## src/rtl/coriolis_ker_pkg.sv

```systemverilog
`default_nettype none
// ============================================================================
//  Module      : coriolis_ker_pkg
//  Description : Shared helpers for the multi-lane constant-multiply node:
//                lane slicing, rounding constant, counter/pointer widths and
//                saturation bounds.
//  Revision    : 1.0 - initial release
// ============================================================================
package coriolis_ker_pkg;

  // LSB position of lane k inside a packed lane bus
  function automatic int lane_lsb(input int k, input int dataw);
    return k * dataw;
  endfunction

  // Width of a counter that must hold 0..depth inclusive
  function automatic int cnt_w(input int depth);
    return $clog2(depth + 1);
  endfunction

  // Width of a FIFO pointer (at least one bit)
  function automatic int ptr_w(input int depth);
    return (depth > 1) ? $clog2(depth) : 1;
  endfunction

  // Half an LSB of the result, added before the fraction is shifted out
  function automatic longint rnd_const(input int fracw);
    return (fracw > 0) ? (longint'(1) <<< (fracw - 1)) : 64'sd0;
  endfunction

  // Largest representable signed value of a dataw-bit lane
  function automatic longint sat_max(input int dataw);
    return (longint'(1) <<< (dataw - 1)) - 64'sd1;
  endfunction

  // Smallest representable signed value of a dataw-bit lane
  function automatic longint sat_min(input int dataw);
    return -(longint'(1) <<< (dataw - 1));
  endfunction

endpackage
`default_nettype wire

```

## src/rtl/coriolis_cmul_lane.sv

```systemverilog
`default_nettype none
// ============================================================================
//  Module      : coriolis_cmul_lane
//  Description : One lane of the constant multiplier. LAT registered stages
//                carry the full-width product; the last stage is rounded
//                half toward +inf and wrapped, or clamped when CMUL_SAT_EN
//                is defined (which also adds the clamp_o port).
//  Revision    : 1.0 - initial release
// ============================================================================
module coriolis_cmul_lane
  import coriolis_ker_pkg::*;
#(
  parameter int DATAW = 18,
  parameter int COEFW = 18,
  parameter int FRACW = 14,
  parameter int LAT   = 3
) (
  input  logic                    clk,
  input  logic                    rst,
  input  logic                    load_i,
  input  logic signed [DATAW-1:0] data_i,
  input  logic signed [COEFW-1:0] coef_i,
  output logic signed [DATAW-1:0] res_o
`ifdef CMUL_SAT_EN
  ,
  output logic                    clamp_o
`endif
);

  localparam int PW = DATAW + COEFW;
  localparam int RW = PW + 1;
  localparam logic signed [RW-1:0] c_RND = RW'(rnd_const(FRACW));
`ifdef CMUL_SAT_EN
  localparam logic signed [RW-1:0] c_MAX = RW'(sat_max(DATAW));
  localparam logic signed [RW-1:0] c_MIN = RW'(sat_min(DATAW));
`endif

  logic signed [PW-1:0] prod_q [LAT];
  logic signed [RW-1:0] w_sum;
  logic signed [RW-1:0] w_shr;

  // Stage 0 captures the product on accept; later stages shift every cycle
  always_ff @(posedge clk or negedge rst) begin
    if (!rst) begin
      for (int i = 0; i < LAT; i++) prod_q[i] <= '0;
    end else begin
      if (load_i) prod_q[0] <= PW'(data_i) * PW'(coef_i);
      for (int i = 1; i < LAT; i++) prod_q[i] <= prod_q[i-1];
    end
  end

  // Round half toward +inf, drop the fraction, then wrap or clamp
  always_comb begin
    w_sum = RW'(prod_q[LAT-1]) + c_RND;
    w_shr = w_sum >>> FRACW;
`ifdef CMUL_SAT_EN
    clamp_o = 1'b0;
    res_o   = DATAW'(w_shr);
    if (w_shr > c_MAX) begin
      res_o   = DATAW'(c_MAX);
      clamp_o = 1'b1;
    end else if (w_shr < c_MIN) begin
      res_o   = DATAW'(c_MIN);
      clamp_o = 1'b1;
    end
`else
    res_o = DATAW'(w_shr);
`endif
  end

endmodule
`default_nettype wire

```

## src/rtl/coriolis_ker_cmul_lanes.sv

```systemverilog
`default_nettype none
// ============================================================================
//  Module      : coriolis_ker_cmul_lanes
//  Description : LANES-wide signed multiply by a shared runtime-loadable
//                coefficient. Non-stalling LAT-stage pipeline feeding a
//                credit-gated output FIFO, so iready is a function of
//                registered counters only.
//                Optional macro CMUL_SAT_EN: saturate instead of wrap and
//                add the sticky sat_flag output.
//  Revision    : 1.0 - initial release
// ============================================================================
module coriolis_ker_cmul_lanes
  import coriolis_ker_pkg::*;
#(
  parameter int                      LANES      = 4,
  parameter int                      DATAW      = 18,
  parameter int                      COEFW      = 18,
  parameter int                      FRACW      = 14,
  parameter logic signed [COEFW-1:0] COEF_RST   = 18'sh3FF0,
  parameter int                      LAT        = 3,
  parameter int                      FIFO_DEPTH = 4
) (
  input  logic                   clk,
  input  logic                   rst,
  input  logic                   ivalid,
  output logic                   iready,
  input  logic [LANES*DATAW-1:0] in_data,
  output logic                   ovalid,
  input  logic                   oready,
  output logic [LANES*DATAW-1:0] out_data,
  input  logic                   coef_wr,
  input  logic [COEFW-1:0]       coef_data,
  output logic                   busy
`ifdef CMUL_SAT_EN
  ,
  output logic                   sat_flag
`endif
);

  localparam int BW   = LANES * DATAW;
  localparam int CW   = cnt_w(FIFO_DEPTH);
  localparam int PTRW = ptr_w(FIFO_DEPTH);
  localparam logic [CW:0]     c_DEPTH    = (CW+1)'(FIFO_DEPTH);
  localparam logic [PTRW-1:0] c_PTR_LAST = PTRW'(FIFO_DEPTH - 1);

  logic signed [COEFW-1:0] coef_q;
  logic [LAT-1:0]          vld_q, vld_d;
  logic [CW-1:0]           inflight_q, inflight_d;
  logic [CW-1:0]           fifo_cnt_q, fifo_cnt_d;
  logic [PTRW-1:0]         wr_ptr_q, wr_ptr_d;
  logic [PTRW-1:0]         rd_ptr_q, rd_ptr_d;
  logic [BW-1:0]           mem_q [FIFO_DEPTH];
  logic [BW-1:0]           w_res;
  logic                    w_accept, w_push, w_pop;

  function automatic logic [PTRW-1:0] ptr_inc(input logic [PTRW-1:0] p);
    return (p == c_PTR_LAST) ? '0 : p + PTRW'(1);
  endfunction

  // Every beat is either in the pipe or in the FIFO, so their sum bounds
  // FIFO occupancy and no stall is ever needed.
  assign iready   = ({1'b0, fifo_cnt_q} + {1'b0, inflight_q}) < c_DEPTH;
  assign w_accept = ivalid & iready;
  assign w_push   = vld_q[LAT-1];
  assign ovalid   = (fifo_cnt_q != '0);
  assign w_pop    = ovalid & oready;
  assign out_data = mem_q[rd_ptr_q];
  assign busy     = (inflight_q != '0) | (fifo_cnt_q != '0);

`ifdef CMUL_SAT_EN
  logic [LANES-1:0] w_clamp;
`endif

  for (genvar k = 0; k < LANES; k++) begin : g_lane
    coriolis_cmul_lane #(
      .DATAW (DATAW),
      .COEFW (COEFW),
      .FRACW (FRACW),
      .LAT   (LAT)
    ) u_lane (
      .clk     (clk),
      .rst     (rst),
      .load_i  (w_accept),
      .data_i  (in_data[lane_lsb(k, DATAW) +: DATAW]),
      .coef_i  (coef_q),
      .res_o   (w_res[lane_lsb(k, DATAW) +: DATAW])
`ifdef CMUL_SAT_EN
      ,
      .clamp_o (w_clamp[k])
`endif
    );
  end

  // Next-state for valid shift register, counters and FIFO pointers
  always_comb begin
    vld_d    = vld_q << 1;
    vld_d[0] = w_accept;
    inflight_d = inflight_q;
    case ({w_accept, w_push})
      2'b10:   inflight_d = inflight_q + CW'(1);
      2'b01:   inflight_d = inflight_q - CW'(1);
      default: inflight_d = inflight_q;
    endcase
    fifo_cnt_d = fifo_cnt_q;
    case ({w_push, w_pop})
      2'b10:   fifo_cnt_d = fifo_cnt_q + CW'(1);
      2'b01:   fifo_cnt_d = fifo_cnt_q - CW'(1);
      default: fifo_cnt_d = fifo_cnt_q;
    endcase
    wr_ptr_d = w_push ? ptr_inc(wr_ptr_q) : wr_ptr_q;
    rd_ptr_d = w_pop  ? ptr_inc(rd_ptr_q) : rd_ptr_q;
  end

  // Control state and coefficient register
  always_ff @(posedge clk or negedge rst) begin
    if (!rst) begin
      coef_q     <= COEF_RST;
      vld_q      <= '0;
      inflight_q <= '0;
      fifo_cnt_q <= '0;
      wr_ptr_q   <= '0;
      rd_ptr_q   <= '0;
    end else begin
      if (coef_wr) coef_q <= coef_data;
      vld_q      <= vld_d;
      inflight_q <= inflight_d;
      fifo_cnt_q <= fifo_cnt_d;
      wr_ptr_q   <= wr_ptr_d;
      rd_ptr_q   <= rd_ptr_d;
    end
  end

  // FIFO storage, written from the last pipeline stage
  always_ff @(posedge clk or negedge rst) begin
    if (!rst) begin
      for (int i = 0; i < FIFO_DEPTH; i++) mem_q[i] <= '0;
    end else if (w_push) begin
      mem_q[wr_ptr_q] <= w_res;
    end
  end

`ifdef CMUL_SAT_EN
  logic sat_q;

  // Sticky record of any lane clamping on a retiring beat
  always_ff @(posedge clk or negedge rst) begin
    if (!rst) begin
      sat_q <= 1'b0;
    end else if (w_push && (w_clamp != '0)) begin
      sat_q <= 1'b1;
    end
  end

  assign sat_flag = sat_q;
`endif

endmodule
`default_nettype wire
```

## config.mk

```make
export PLATFORM = sky130hd
export DESIGN_NAME = coriolis_ker_cmul_lanes
export DESIGN_NICKNAME = d
export VERILOG_FILES = /design/src/rtl/coriolis_ker_pkg.sv /design/src/rtl/coriolis_cmul_lane.sv /design/src/rtl/coriolis_ker_cmul_lanes.sv
export SDC_FILE = /design/constraint.sdc
export NUM_CORES = 2
export LEC_CHECK = 0
export CELL_PAD_IN_SITES_DETAIL_PLACEMENT = 0
export CELL_PAD_IN_SITES_GLOBAL_PLACEMENT = 1
export CORE_MARGIN = 2
export CORE_UTILIZATION = 55
export CTS_CLUSTER_DIAMETER = 120
export CTS_CLUSTER_SIZE = 8
export DETAILED_ROUTE_END_ITERATION = 16
export GPL_ROUTABILITY_DRIVEN = 0
export PLACE_DENSITY_LB_ADDON = 0.1
export SKIP_LAST_GASP = 1
export SLEW_MARGIN = 20
export SYNTH_ARGS = -nofsm -noshare
export SYNTH_HDL_FRONTEND = slang
export SYNTH_SLANG_ARGS = --single-unit
export TNS_END_PERCENT = 30
```

## constraint.sdc

```tcl
create_clock -name clk -period 18.7 [get_ports clk]
set_input_delay 2.805 -clock clk [delete_from_list [all_inputs] [get_ports clk]]
set_output_delay 2.805 -clock clk [all_outputs]
set_load 0.005 [all_outputs]
```

---- After elaboration in Yosys (flattened, before gate mapping) ----
Cells that the tools add are included.
storage, ports and cells
  register bits after elaboration ......... 703
  output and inout port bits .............. 75
  logic and storage cells ................. 67
cells by class
  equal/unequal tests ..................... 6
  $mul .................................... 4
  muxes and demuxes ....................... 10
  reductions and logical operators ........ 5
  bitwise logic cells ..................... 5
  $add $sub $neg .......................... 11
  $lt $le $gt $ge ......................... 4
operators by type and width
  cell                    number
  $bwmux 288              1
  $mux 72                 3
  $bmux 72 s2             1
  $demux 72 s2            1
  $add 32x15->32 const B  4
  $mul 18x18->32          4
  $pmux 3 s2              2
  $eq 2x2->1 const B      4
  $add 3x1->3 const B     2
  $ge 3x3->1 const B      2
  $not 2->3               2
  $reduce_bool 3->1       2
  $sub 3x1->3 const B     2
  $add 2x1->2 const B     2
  $add 3x3->4             1
  $eq 2x1->1 const B      2
  $lt 4x3->1 const B      1
  $mux 2                  2
  $reduce_bool 2->1       2
  $lt 3x1->1 const B      1
  $and 1x1->1             2
  $logic_and 1x1->1       1
  $or 1x1->1              1

---- Longest topological paths before layout ----
  word-level depth ........................ 6
  depth in mapped cells ................... 25

---- Hierarchy ----
From an unflattened synthesis, not the netlist that was laid out.
second synthesis, totals
  cells, all modules ...................... 6175
  area, all modules ....................... 65288.9 um2
modules (own cells, without submodules)
  module                                     area each (um2)  times used  cells each
  coriolis_cmul_lane (g_lane[1].u_lane ...)  12809.8          2           1330
  coriolis_ker_cmul_lanes                    13778.2          1           793
  coriolis_cmul_lane (g_lane[0].u_lane)      13023.7          1           1386
  coriolis_cmul_lane (g_lane[3].u_lane)      12867.3          1           1336

---- Least setup slack after synthesis ----
OpenSTA, ideal clock, no wires.
  kind .................................... input to register
  from .................................... in in_data[31]
  to ...................................... reg g_lane[1].u_lane.prod_q[102] in the netlist's numbering
  stages on the path ...................... 21
  slack ................................... 10262 ps
  arrival ................................. 8305 ps
  cell sequence ........................... clkbuf_1 -> clkbuf_1 -> nand2_1 -> fa_1 -> fa_1 -> fa_1 -> inv_1 -> fa_1 -> fa_1 -> inv_1 -> fa_1 -> inv_1 -> ha_1 -> nand2_1 -> nor2_1 -> and4_1 -> a32oi_1 -> o211ai_1 -> a311o_1 -> a211oi_1 -> o31ai_1
between the ends
  word-level cells in the longest chain between the ends .. 1
ends and longest elaborated chain
  element             RTL line                       text
  start: declaration  coriolis_ker_cmul_lanes.sv:27  input logic [LANES*DATAW-1:0] in_data,
  $mul 18x18->32      coriolis_cmul_lane.sv:47       if (load_i) prod_q[0] <= PW'(data_i) * PW'(coef_i);
  end: declaration    coriolis_cmul_lane.sv:38       logic signed [PW-1:0] prod_q [LAT];
Every way passes these cells.
A chain may end at the register's enable or synchronous reset.

---- Worst setup path in the final report ----
  from .................................... in in_data[53]
  to ...................................... reg g_lane[2].u_lane.prod_q[100] in the netlist's numbering
between the ends
  word-level cells in the longest chain between the ends .. 1
ends and longest elaborated chain
  element           RTL line
  $mul 18x18->32    coriolis_cmul_lane.sv:47
  end: declaration  coriolis_cmul_lane.sv:38
Every way passes these cells.

==> flow_summary.ini <==
[setup_path]
crit_path_frequent_cell = fa_1
worstPathArrival_ns = 9.86
crit_type = input pin to register
cp-end-kind = register
max_stage_delay_ns = 0.76
path_buf_inv = 5
start_kind = input pin
crit_fanout = 15
critical-path-top-delay-family = adder cells
crit_required_ns = 19.17
crit_chain = clkdlybuf4s50_1, and2_1, fa_1, fa_1, ha_1, inv_1, fa_1, inv_1, fa_1, inv_1, fa_1, inv_1, ha_1, and2_1, nand3_1, nor4_1, o41ai_2, xnor2_1, o21ai_0
slowest_stage = fa_1

[sta]
rsz0062_at_grt = false
slew_headroom_pct = 28.6
fin_setup_tns_ns = 0
min_period_ns = 9.39
finalSetupViolations = 0
worst_pin_slew_ns = 1.07
clock-skew-final_ns = 0.0353
slew_viol_final = 0
fmax_ghz = 0.107
finalCritPeriodShare_pct = 50.2
hold_viol_final = 0

[drt]
dr.first_iter.drc_count = 2495
routed_via_density = 5.26
wl_per_cell_um = 19.1
drc = 0
vias = 42207
wl_mm = 154
antenna_left = 0
drtPass1Iterations = 5

[floorplanning]
core_um2 = 116000
start_util_pct = 55.2
dieArea_um2 = 119000
die_h_um = 345
die_x_um = 345
row_count = 125
ioPinCount = 170

[logic_synthesis]
ys.flop_type = dfrtp_1
async_reset_ff_share_pct = 100
synth_edf_count = 0
synth_cells = 6485
synthesis.nets = 8107
ys_ff_latch = 547
synth_cell_types = 66
synthesis.area_um2 = 63900
ys_seq_area_share_pct = 21.5
yosysWarnings = 0
syn_avg_cell_area_um2 = 9.85

[cells_and_area]
nNetsFinal = 8106
design_area_um2 = 69000
fill_cells = 10277
drive_gt1_share_pct = 4.46
area_growth_pct = 8.01

[clock_tree]
cts_tree = done
worstSkewPairLatency_ns = 0.63
post_cts_buffers = 0
clockBufferDepth = 3
numCtsBuffers = 79
cts.htree.levels = 3
ctsHoldBuffers = 0
cts_resized = 0
path_clk_slew_ns = 0.05
cts.sinks = 547
cts_root_buf = clkbuf_16

[placed_design]
dpl-instance-area_um2 = 66800
numPortBuffers = 169
dpl.hpwl_mm = 114

[global_route]
grt_first_pass_wirelength_mm = 255
antenna_found_initial = 14
grt_util_all_layers_pct = 27.7
grt_overflow = 0
first_global_vias = 46237
grt_start_max_net_pins = 190

[min_path]
hold_path_class = register to register

[flow_run]
drv_cap = 0

[outcome]
status = finished clean
==> cell usage after synthesis, drive strengths merged, types with 6 or more instances <==
cell / count / area [µm²]
inv: 1419 / 5330
fa: 1182 / 23700
nand2: 708 / 2660
and2: 630 / 3940
dfrtp: 537 / 13400
nor2: 350 / 1310
ha: 345 / 4320
a21oi: 313 / 1570
clkbuf: 278 / 1040
xnor2: 131 / 1150
o21ai: 88 / 440
xor2: 80 / 701
mux4: 72 / 1620
nand3: 40 / 200
mux2: 35 / 394
buf: 32 / 121
a21o: 25 / 188
nand2b: 24 / 150
and3: 20 / 125
nand4: 18 / 113
nor3: 18 / 90.1
a211oi: 11 / 82.6
o31ai: 11 / 82.6
and4: 10 / 87.6
dfstp: 10 / 263
o21a: 10 / 75.1
or3: 10 / 67.6
a31oi: 9 / 56.3
nor4: 7 / 43.8
o21bai: 7 / 52.6
nor2b: 6 / 37.5
o211ai: 6 / 45.0
==> path summary, 6_finish.rpt <==
| kind | endpoint | depth (start not counted) | slack (ns) | startpoint |
|---|---|---|---|---|
| min | g_lane[0].u_lane.prod_q[24] | 0 | 0.34 | g_lane[0].u_lane.prod_q[60] |
| max | g_lane[2].u_lane.prod_q[100] | 19 | 9.31 | in_data[53] |
| min in group asynchronous | mem_q[206] | 1 | 2.25 | rst |
| min reg2reg | g_lane[0].u_lane.prod_q[24] | 0 | 0.34 | g_lane[0].u_lane.prod_q[60] |
| max in group asynchronous | coef_q[1] | 3 | 13.91 | rst |
| max reg2reg | g_lane[2].u_lane.prod_q[100] | 20 | 10.98 | coef_q[3] |
==> per-stage QoR <==
step	instances	worst slack, ns	hold slack, ns	utilization (%)
5_1_grt	8026	9.03	0.351	59.6
4_1_cts	8024	9.54	0.341	59.6
3_3_place_gp	7927	8.95	0.333	57.7
3_5_place_dp	7927	8.87	0.335	57.7
2_1_floorplan	6485	10.26	0.331	-
6_report	8030	9.31	0.341	59.6
==> layer usage <==
metal / up-vias / track usage, % / share of wire, %
met1: 21683 / 40.4 / 46
li1: 19217 / - / -
met3: 180 / 6.15 / 7.3
met2: 1117 / 42.9 / 45
met4: 10 / 5.81 / 1.9
met5: - / 0 / 0.045
==> logic make-up after synthesis <==
logic type,after synthesis,share of synthesized area [%]
adders and majority gates,1527,43.8
and+or+nand+nor,1852,14.0
buffers and inverters,1729,10.2
AOI/OAI and AO/OA,509,4.51
xor gates and xnor gates,211,2.89
muxes,110,3.20
DFF,547,21.5
==> flip-flops by register name, summed over array words and instances, names as in the netlist <==
register              cells
mem_q                   288
g_lane.u_lane.prod_q    228
coef_q                   18
fifo_cnt_q                3
inflight_q                3
vld_q                     3
rd_ptr_q                  2
wr_ptr_q                  2
==> cell usage in the layout, fill, tap and decap left out, drive strengths merged, types with 4 or more instances in the layout <==
cell type and n:
inv 1422, fa 1182, nand2 708, and2 630, dfrtp 537, nor2 350
ha 345, a21oi 313, clkdlybuf4s50 167, xnor2 131, clkbuf 89, o21ai 88
xor2 80, mux4 72, buf 61, nand3 40, mux2 35, a21o 25
nand2b 24, and3 20, nand4 18, nor3 18, a211oi 11, o31ai 11
and4 10, o21a 10, dfstp 10, or3 10, a31oi 9, nor4 7
o21bai 7, diode 6, nor2b 6, o211ai 6, clkinv 4
==> cell type report <==
| cell class | instances | area (µm²) | area share (%) |
|---|---|---|---|
| Antenna cell | 6 | 15.0 | 0.0218 |
| Timing Repair Buffer | 228 | 2160 | 3.13 |
| Multi-Input combinational cell | 4209 | 43700 | 63.3 |
| Tap cell | 1524 | 1910 | 2.76 |
| Inverter | 1419 | 5330 | 7.72 |
| Sequential cell | 547 | 13700 | 19.9 |
| Clock buffer | 89 | 2010 | 2.92 |
| Clock inverter | 8 | 153 | 0.221 |
Power is not shown: default switching activity piles up to over one toggle a cycle in this logic, so the estimate is an artifact.
